[config.mk]
export PLATFORM = sky130hd
export DESIGN_NAME = sonic_cmd_sched
export DESIGN_NICKNAME = d
export VERILOG_FILES = /design/src/rtl/sonic_cmd_sched.sv
export SDC_FILE = /design/constraint.sdc
export NUM_CORES = 1
export LEC_CHECK = 0
export CAP_MARGIN = 20
export CORE_MARGIN = 4
export CORE_UTILIZATION = 40
export CTS_CLUSTER_DIAMETER = 200
export DETAILED_ROUTE_END_ITERATION = 10
export GPL_ROUTABILITY_DRIVEN = 0
export PLACE_DENSITY = 0.81
export SLEW_MARGIN = 20
export SYNTH_ARGS = -nofsm -noshare
export SYNTH_HDL_FRONTEND = slang
export SYNTH_SLANG_ARGS = --single-unit
export TNS_END_PERCENT = 5
[constraint.sdc]
create_clock -name clk_in -period 8.15 [get_ports clk_in]
set_input_delay 1.63 -clock clk_in [delete_from_list [all_inputs] [get_ports clk_in]]
set_output_delay 1.63 -clock clk_in [all_outputs]
set_load 0.03 [all_outputs]
[src/rtl/sonic_cmd_sched.sv]
// Shared SoNIC command executor: round-robin arbitration across per-port command
// registers, per-port control strobes, IRQ register-file writes and a response handshake.
module sonic_cmd_sched #(
  parameter int NUM_PORTS  = 2,
  parameter int RING_SIZE  = 8192,
  parameter int RESET_CYC  = 4,
  parameter int LONG_CYC   = 5000,
  parameter int NIOS_PULSE = 500,
  parameter int PW         = (NUM_PORTS > 1) ? $clog2(NUM_PORTS) : 1
) (
  input  logic                      clk_in,
  input  logic                      reset,
  input  logic [32*NUM_PORTS-1:0]   cmd_type,
  input  logic [32*NUM_PORTS-1:0]   cmd_param0,
  input  logic [32*NUM_PORTS-1:0]   cmd_param1,
  input  logic [32*NUM_PORTS-1:0]   rx_block_size,
  output logic [NUM_PORTS-1:0]      cmd_clear,
  output logic [NUM_PORTS-1:0]      soft_resetn,
  output logic [2*NUM_PORTS-1:0]    enable_sfp,
  output logic [NUM_PORTS-1:0]      set_lpbk,
  output logic [NUM_PORTS-1:0]      unset_lpbk,
  output logic [NUM_PORTS-1:0]      reset_nios,
  output logic                      irq_prg_wrena,
  output logic [7:0]                irq_prg_addr,
  output logic [31:0]               irq_prg_wrdata,
  output logic [PW-1:0]             irq_prg_port,
  output logic                      resp_valid,
  input  logic                      resp_ready,
  output logic [PW-1:0]             resp_port,
  output logic [63:0]               resp_data,
  output logic [63:0]               resp_error,
  output logic                      busy
);

  localparam logic [31:0] CMD_NONE              = 32'd0;
  localparam logic [31:0] CMD_GET_RX_OFFSET     = 32'd1;
  localparam logic [31:0] CMD_GET_TX_OFFSET     = 32'd2;
  localparam logic [31:0] CMD_GET_RX_SIZE       = 32'd3;
  localparam logic [31:0] CMD_GET_TX_SIZE       = 32'd4;
  localparam logic [31:0] CMD_GET_RX_BLOCK_SIZE = 32'd5;
  localparam logic [31:0] CMD_SET_RX_BLOCK_SIZE = 32'd6;
  localparam logic [31:0] CMD_START_SFP1        = 32'd7;
  localparam logic [31:0] CMD_START_SFP2        = 32'd8;
  localparam logic [31:0] CMD_STOP_SFP1         = 32'd9;
  localparam logic [31:0] CMD_STOP_SFP2         = 32'd10;
  localparam logic [31:0] CMD_RESET             = 32'd11;
  localparam logic [31:0] CMD_SET_ADDR_IRQ      = 32'd12;
  localparam logic [31:0] CMD_CONFIG_IRQ        = 32'd13;
  localparam logic [31:0] CMD_LPBK_ON           = 32'd14;
  localparam logic [31:0] CMD_LPBK_OFF          = 32'd15;
  localparam logic [31:0] CMD_INIT_NETLOGIC     = 32'd16;

  localparam logic [7:0] REG_CNTL_DW0 = 8'h10;
  localparam logic [7:0] REG_CNTL_DW1 = 8'h11;
  localparam logic [7:0] REG_CNTL_DW2 = 8'h12;
  localparam logic [7:0] REG_CNTL_DW3 = 8'h13;

  typedef enum logic [1:0] {IDLE, EXECUTE, WRITEBACK, RESP} state_t;

  state_t            state;
  logic [PW-1:0]     rr_ptr;
  logic [PW-1:0]     port;
  logic [31:0]       typ;
  logic [31:0]       p0;
  logic [31:0]       p1;
  logic [31:0]       cnt;
  logic [NUM_PORTS-1:0] req;
  logic              grant_valid;
  logic [PW-1:0]     grant;
  logic [PW-1:0]     next_rr;
  logic              last_cycle;
  logic [63:0]       resp_value;
  logic              known_op;

  function automatic logic [31:0] exec_len(input logic [31:0] op);
    case (op)
      CMD_RESET:                        exec_len = 32'(RESET_CYC);
      CMD_SET_ADDR_IRQ:                 exec_len = 32'd4;
      CMD_CONFIG_IRQ,
      CMD_SET_RX_BLOCK_SIZE:            exec_len = 32'd2;
      CMD_LPBK_ON, CMD_LPBK_OFF,
      CMD_INIT_NETLOGIC:                exec_len = 32'(LONG_CYC);
      default:                          exec_len = 32'd1;
    endcase
  endfunction

  always_comb begin
    for (int p = 0; p < NUM_PORTS; p++)
      req[p] = (cmd_type[32*p +: 32] != CMD_NONE);
  end

  // Scan downward so the lowest offset from rr_ptr is the one that sticks.
  always_comb begin
    grant_valid = 1'b0;
    grant       = '0;
    for (int i = NUM_PORTS - 1; i >= 0; i--) begin
      if (req[(int'(rr_ptr) + i) % NUM_PORTS]) begin
        grant_valid = 1'b1;
        grant       = PW'((int'(rr_ptr) + i) % NUM_PORTS);
      end
    end
    next_rr = (int'(grant) == NUM_PORTS - 1) ? '0 : grant + PW'(1);
  end

  assign last_cycle = (cnt == exec_len(typ) - 32'd1);
  assign known_op   = (typ >= CMD_GET_RX_OFFSET) && (typ <= CMD_INIT_NETLOGIC);
  assign busy       = (state != IDLE);

  always_comb begin
    case (typ)
      CMD_GET_RX_SIZE, CMD_GET_TX_SIZE: resp_value = {32'h0, 32'(RING_SIZE)};
      CMD_GET_RX_BLOCK_SIZE:            resp_value = {32'h0, rx_block_size[32*int'(port) +: 32]};
      default:                          resp_value = 64'h0;
    endcase
  end

  always_comb begin
    irq_prg_wrena  = 1'b0;
    irq_prg_addr   = 8'h0;
    irq_prg_wrdata = 32'h0;
    irq_prg_port   = '0;
    if (state == EXECUTE) begin
      case (typ)
        CMD_SET_ADDR_IRQ: begin
          irq_prg_wrena  = (cnt < 32'd4);
          irq_prg_addr   = (cnt < 32'd2) ? REG_CNTL_DW1 : REG_CNTL_DW2;
          irq_prg_wrdata = (cnt < 32'd2) ? p0 : p1;
        end
        CMD_CONFIG_IRQ: begin
          irq_prg_wrena  = (cnt < 32'd2);
          irq_prg_addr   = REG_CNTL_DW0;
          irq_prg_wrdata = p0;
        end
        CMD_SET_RX_BLOCK_SIZE: begin
          irq_prg_wrena  = (cnt < 32'd2);
          irq_prg_addr   = REG_CNTL_DW3;
          irq_prg_wrdata = p0;
        end
        default: ;
      endcase
      if (!irq_prg_wrena) begin
        irq_prg_addr   = 8'h0;
        irq_prg_wrdata = 32'h0;
      end else begin
        irq_prg_port   = port;
      end
    end
  end

  // reset_nios rises on the grant edge so the pulse covers cnt 0..NIOS_PULSE-1 exactly;
  // soft_resetn drops from the second EXECUTE cycle and is released after WRITEBACK.
  always_ff @(posedge clk_in or posedge reset) begin
    if (reset) begin
      state       <= IDLE;
      rr_ptr      <= '0;
      port        <= '0;
      typ         <= CMD_NONE;
      p0          <= 32'h0;
      p1          <= 32'h0;
      cnt         <= 32'h0;
      cmd_clear   <= '0;
      soft_resetn <= '1;
      enable_sfp  <= '0;
      set_lpbk    <= '0;
      unset_lpbk  <= '0;
      reset_nios  <= '0;
      resp_valid  <= 1'b0;
      resp_port   <= '0;
      resp_data   <= 64'h0;
      resp_error  <= 64'h0;
    end else begin
      cmd_clear <= '0;
      case (state)
        IDLE: begin
          if (grant_valid) begin
            state  <= EXECUTE;
            cnt    <= 32'h0;
            port   <= grant;
            typ    <= cmd_type[32*int'(grant) +: 32];
            p0     <= cmd_param0[32*int'(grant) +: 32];
            p1     <= cmd_param1[32*int'(grant) +: 32];
            rr_ptr <= next_rr;
            if (cmd_type[32*int'(grant) +: 32] == CMD_INIT_NETLOGIC)
              reset_nios[grant] <= 1'b1;
          end
        end
        EXECUTE: begin
          case (typ)
            CMD_RESET:      soft_resetn[port] <= 1'b0;
            CMD_START_SFP1: enable_sfp[2*int'(port)] <= 1'b1;
            CMD_START_SFP2: enable_sfp[2*int'(port)+1] <= 1'b1;
            CMD_STOP_SFP1:  enable_sfp[2*int'(port)] <= 1'b0;
            CMD_STOP_SFP2:  enable_sfp[2*int'(port)+1] <= 1'b0;
            CMD_LPBK_ON: begin
              set_lpbk[port]   <= 1'b1;
              unset_lpbk[port] <= 1'b0;
            end
            CMD_LPBK_OFF: begin
              set_lpbk[port]   <= 1'b0;
              unset_lpbk[port] <= 1'b1;
            end
            CMD_INIT_NETLOGIC:
              if (cnt + 32'd1 >= 32'(NIOS_PULSE)) reset_nios[port] <= 1'b0;
            default: ;
          endcase
          if (last_cycle) begin
            state           <= WRITEBACK;
            cmd_clear[port] <= 1'b1;
            resp_port       <= port;
            resp_data       <= resp_value;
            resp_error      <= known_op ? 64'd0 : 64'd1;
          end else begin
            cnt <= cnt + 32'd1;
          end
        end
        WRITEBACK: begin
          if (typ == CMD_RESET) soft_resetn[port] <= 1'b1;
          state      <= RESP;
          resp_valid <= 1'b1;
        end
        RESP: begin
          if (resp_ready) begin
            resp_valid <= 1'b0;
            state      <= IDLE;
          end
        end
        default: state <= IDLE;
      endcase
    end
  end

endmodule

==> results of run 1 <==
==> per-stage QoR <==
| stage | util | std cells |
|---|---|---|
| 5_1_grt | 0.544 | 1983 |
| 3_3_place_gp | 0.521 | 1951 |
| 3_5_place_dp | 0.521 | 1951 |
| 4_1_cts | 0.544 | 1983 |
| 2_1_floorplan | - | 1416 |
| 6_report | 0.544 | 1983 |
==> cells in the final DEF (no fill, tap or decap), types with 15 or more instances in the layout <==
cell / instances
o31ai_1: 35
nand4_1: 20
o31ai_2: 16
clkbuf_16: 17
o21ai_0: 46
nand3_1: 23
clkdlybuf4s50_1: 345
a22oi_1: 35
dfrtp_1: 178
mux2i_1: 69
conb_1: 100
a31oi_1: 82
buf_4: 15
nor4_1: 29
a21oi_1: 46
nor2_1: 166
nand2_1: 211
==> worst max-delay path, cell delays in order, from the launching register on <==
cell,delay (ns)
dfrtp_1,0.48
or4_1,0.58
or3_1,0.37
nor3_1,0.16
o2111ai_1,0.14
or2_2,0.61
nor4_1,0.62
clkdlybuf4s50_1,0.81
==> cell families (layout without fill, tap and decap cells) <==
kind of cell | after synthesis | after routing | synth area share
and+or+nand+nor | 521 | 521 | 0.214
AOI/OAI and AO/OA | 302 | 302 | 0.182
buffers and inverters | 219 | 408 | 0.114
DFF | 181 | 181 | 0.404
muxes | 77 | 77 | 0.0700
xor gates and xnor gates | 9 | 9 | 0.00703
adders and majority gates | 7 | 7 | 0.00781
other | 1 | 100 | 0.000334
==> final timing paths <==
check / end / from / slack (ns)
max reg2reg: reset_nios[0]$_DFFE_PP0P_ / cnt[1]$_DFFE_PP0P_ / 4.33
max in group asynchronous: port$_DFFE_PP0P_ / reset / 5.29
min reg2reg: resp_port$_DFFE_PP0P_ / resp_port$_DFFE_PP0P_ / 0.48
min in group asynchronous: p1[1]$_DFFE_PP0P_ / reset / 1.63
max: irq_prg_addr[1] / cnt[2]$_DFFE_PP0P_ / 2.32
min: resp_port$_DFFE_PP0P_ / resp_port$_DFFE_PP0P_ / 0.48
==> layout make-up <==
| class | count | area [um^2] |
|---|---|---|
| fillers | 2476 | 12600 |
| multi-input cells | 1016 | 5810 |
| flip-flops and latches | 181 | 4530 |
| repair buffers | 361 | 3580 |
| well taps | 378 | 473 |
| clock buffers | 17 | 425 |
| clock inverters | 15 | 186 |
| inverters | 15 | 61.3 |
==> metal layers <==
layer | share of wire | wire [um] | track usage | vias up
met5 | 0 | 0 | 0 | -
met2 | 0.47 | 16800 | 0.359 | 583
met4 | 0.037 | 1310 | 0.0893 | 0
met3 | 0.096 | 3420 | 0.0581 | 82
met1 | 0.39 | 14000 | 0.278 | 5030
li1 | - | - | - | 5053
==> synth_stat cells (30+ instances only) <==
cell,count
mux2i_1,69
nand2_1,211
a21oi_1,48
clkbuf_1,76
nor4_1,30
a31oi_1,82
o21ai_0,46
o31ai_1,35
dfrtp_1,179
a22oi_1,35
nor2_1,166
buf_4,102
==> sequential cells by signal (all words and copies together), names as in the netlist, 2 cells and up, named ones only <==
signal,count
cmd_clear,2
cnt,32
enable_sfp,4
p0,32
p1,32
reset_nios,2
resp_data,32
state,2
typ,32
==> where the power goes <==
part           internal (uW)  total [uW]  switching, uW
clock network            443         853            410
registers                922         940           18.8
logic                    136         272            136
total                   1500        2070            565
==> out/metrics.cfg, run 1 <==
[sta]
fin_worst_skew_ns=0.0150
hold_slack_ns=0.476
worstMarginPinSlew_ns=0.987
hold_viol_final=0
relSlewSlack=0.336
clock.fmax_mhz=171
period_share=0.716
grt_setup_unrepaired=no
maxSlewViolCount=0
setup_ws_ns=2.32
period_needed_ns=5.83
setup_viol=0
finalSetupTns_ns=0

[synthesis]
postSynthCellCount=1317
synth-edff-count=0
ys.flop_type=dfrtp_1
synth_top_area_cell=dfrtp_1
seq_area_frac_synth=0.404
synth.area.top_cells=dfrtp_1 40%, nand2_1 7.1%, buf_4 6.8%
ys_types=68
synth_area_per_cell_um2=8.52
async_flop_share=1.00
netlist_area_mm2=0.0112
yosys_warnings=0
yosysTopAreaCellShare=0.399
yosys_register_bits=181

[route]
drcViolationCount=0
avgViaCountPerCell=5.42
dr.pass1.iters=5
ant_nets=0
routed_wirelength_um=35500
wl_per_cell_um=17.9
route.vias.total=10700
drt_iter0_markers=963

[critical_path]
worstPathArrival_ns=4.20
crit_required_ns=6.52
crit_fanout=35
worstSetupPathType=register to primary output
rr_worst_depth=9
cp-start-kind=register
cp-end-kind=primary output

[cts]
clock_latency_ns=0.43
numCtsBuffers=17
cts_tree=done
post-cts-setup-buffers=0
hold_buffers=0
clock_path_buffers=2
clk_pin_slew_ns=0.07
root_buffer=clkbuf_16
clkSinkCount=181
ctsResizeCount=0
htree_levels=4

[floorplanning]
dieArea_mm2=0.0308
die_height_um=175
die_w_um=175
core_area_mm2=0.0277
ios=446
rows=61
initial_core_util=0.405

[run_status]
status=completed

[global_route]
grt_pass1_wl_um=54600
grt_usage=0.219
grt_pass1_vias=10400
grt_start_max_net_pins=118
grt-ovfl-total=0
grt_antenna_before_repair=0

[power_and_ir_drop]
irDropWorstVdd_mv=0.0965
p_leak_uw=0.00591
p_per_area_mw_per_mm2=137
total_power_uw=2070

[placement]
pre_cts_slack_ns=2.54
hpwl_um=26400
placed_area_mm2=0.0144
port_buffers=345

[min_path]
hold_path_depth=1
hold_path_class=register to register

[flow_run]
drv_cap=0

[finish]
area_delta_synth_final_pct=34.3
final_area_mm2=0.0151
antennaDiodeCount=0
nets=1858
drive_above_1_share=0.0592

No activity file was read; power rests on OpenSTA's default activity.
==> inputs of run 2 (changes only) <==
==> constraint.sdc (replaced) <==
create_clock -name clk_in -period 6.03 [get_ports clk_in]
set_input_delay 1.206 -clock clk_in [delete_from_list [all_inputs] [get_ports clk_in]]
set_output_delay 1.206 -clock clk_in [all_outputs]
set_load 0.03 [all_outputs]
==> run 2 against run 1 <==
  * Via count fell by 0.13%
  * Worst hold slack improved by 0.0041 ns
  * Sequential share of layout area barely moved
  * First-iteration DRC count fell by 15%
  * Clock power rose by 35%
  * Largest cell class unchanged
  * Worst setup slack got worse by 1.5 ns
==> out/metrics.cfg, run 2 (synthesis results as in run 1) <==
[placement]
hpwl_um=27000  ; +2.5%
port_buffers=345  ; unchanged

[cts]
ctsResizeCount=0  ; unchanged
post-cts-setup-buffers=0  ; unchanged
clock_latency_ns=0.44  ; about the same
htree_levels=4  ; unchanged
root_buffer=clkbuf_16
numCtsBuffers=17  ; unchanged
hold_buffers=0  ; unchanged
clock_path_buffers=2  ; unchanged
clkSinkCount=181  ; unchanged
clk_pin_slew_ns=0.08  ; about the same
cts_tree=done

[finish]
layout_common_cells=345 x clkdlybuf4s50_1, 211 x nand2_1, 178 x dfrtp_1
nets=1859  ; +0.054%
antennaDiodeCount=0  ; unchanged
drive_above_1_share=0.0598  ; +0.000586
area_delta_synth_final_pct=34.5
finalCoreUtilization=0.544  ; +0.000723
layout_commonest_cell=clkdlybuf4s50_1

[route]
routed_wirelength_um=36000  ; +1.3%
route.vias.total=10700  ; -0.13%
wl_per_cell_um=18.1  ; +1.3%
drcViolationCount=0  ; unchanged
avgViaCountPerCell=5.41  ; -0.18%
drt_iter0_markers=821  ; -15%
dr.pass1.iters=8  ; +3
ant_nets=0  ; unchanged

[floorplanning]
ios=446  ; unchanged
core_area_mm2=0.0277  ; unchanged
die_height_um=175  ; unchanged
die_w_um=175  ; unchanged
dieArea_mm2=0.0308  ; unchanged
rows=61  ; unchanged
initial_core_util=0.405  ; unchanged

[global_route]
grt_use_met3=0.0674  ; +0.00926
grt_usage=0.222  ; +0.00247
gr-usage-met2=0.376  ; +0.0165
grt-ovfl-total=0  ; unchanged
grt_pass1_wl_um=55600  ; +1.8%
grt_pass1_vias=10400  ; +0.90%
grt_antenna_before_repair=0  ; unchanged
top_usage_layer=met2
grt_start_max_net_pins=143  ; +21%
grtUsageMet1=0.269  ; -0.00852

[critical_path]
worstSetupPathType=register to primary output
cp-start-kind=register
crit_path_cell_trace=or4_1 -> or3_1 -> nor4_2 -> o21ai_0 -> a21oi_2 -> buf_4 -> a22oi_1 -> nor2_1 -> clkdlybuf4s50_1
cp-end-kind=primary output
cp_slowest_stage_delay_ns=0.73  ; -0.08 ns
crit_fanout=32  ; -8.6%
worstPathArrival_ns=4.03  ; -0.17 ns
crit_required_ns=4.82  ; -1.70 ns
cp_top_family=simple AND/OR/NAND/NOR gates
cp_slowest_cell=clkdlybuf4s50_1
path_buf_inv=2  ; +1

[run_status]
status=completed

[sta]
hold_viol_final=0  ; unchanged
period_needed_ns=5.23
fin_worst_skew_ns=0.0185  ; +0.00349 ns
clock.fmax_mhz=191
grt_setup_unrepaired=no
hold_slack_ns=0.480  ; +0.00411 ns
worstMarginPinSlew_ns=0.929  ; -0.0588 ns
finalSetupTns_ns=0  ; unchanged
setup_viol=0  ; unchanged
maxSlewViolCount=0  ; unchanged
period_share=0.868
relSlewSlack=0.381  ; +0.0453

[power_and_ir_drop]
total_power_uw=2790  ; +35%
irDropWorstVdd_mv=0.146  ; +51%
p_leak_uw=0.00591  ; +0.11%
p_per_area_mw_per_mm2=185  ; +35%

[flow_run]
drv_cap=0  ; unchanged

[min_path]
hold_path_class=register to register

run 2: worst min-delay path, stage by stage (launching register included):
cell and delay (ns):
dfrtp_1 0.35, nand2_1 0.05, o31ai_1 0.05
run 2: layer usage:
metal	up-vias	wire length, um
met4	0	1180
met3	79	3490
met2	566	17500
met1	5053	13800
li1	5036	-
met5	-	0
run 2: where the power goes:
group / switching (uW) / internal [uW]
clock network: 571 / 576
logic: 180 / 184
registers: 30.2 / 1250
total: 781 / 2010
run 2: layout make-up:
| class | count | area (um^2) |
|---|---|---|
| fill | 2525 | 12600 |
| multi-input combinational | 1016 | 5810 |
| sequential | 181 | 4530 |
| timing repair buffer | 362 | 3590 |
| tap | 378 | 473 |
| clock buffer | 18 | 439 |
| clock inverter | 14 | 178 |
| inverter | 15 | 60.1 |
run 2: path summary, 6_finish.rpt:
path                       slack (ns)                        end                startpoint  depth (start not counted)
min in group asynchronous        1.30        typ[11]$_DFFE_PP0P_                     reset                          2
hold / removal                   0.48   resp_data[2]$_DFFE_PP0P_  resp_data[2]$_DFFE_PP0P_                          2
hold reg to reg                  0.48   resp_data[2]$_DFFE_PP0P_  resp_data[2]$_DFFE_PP0P_                          2
max in group asynchronous        3.44         p1[19]$_DFFE_PP0P_                     reset                          3
setup / recovery                 0.80         irq_prg_wrdata[10]        cnt[2]$_DFFE_PP0P_                          9
setup reg to reg                 1.90  resp_error[0]$_DFFE_PP0P_        typ[0]$_DFFE_PP0P_                          9
run 2: metrics by stage:
stage               std cells  cell area (um^2)  setup WS [ns]
floorplan                1416             11600           1.79
global placement         1952             14500           1.30
detailed placement       1952             14500           1.26
CTS                      1984             15100          0.789
global route             1984             15100          0.587
finish                   1984             15100          0.798
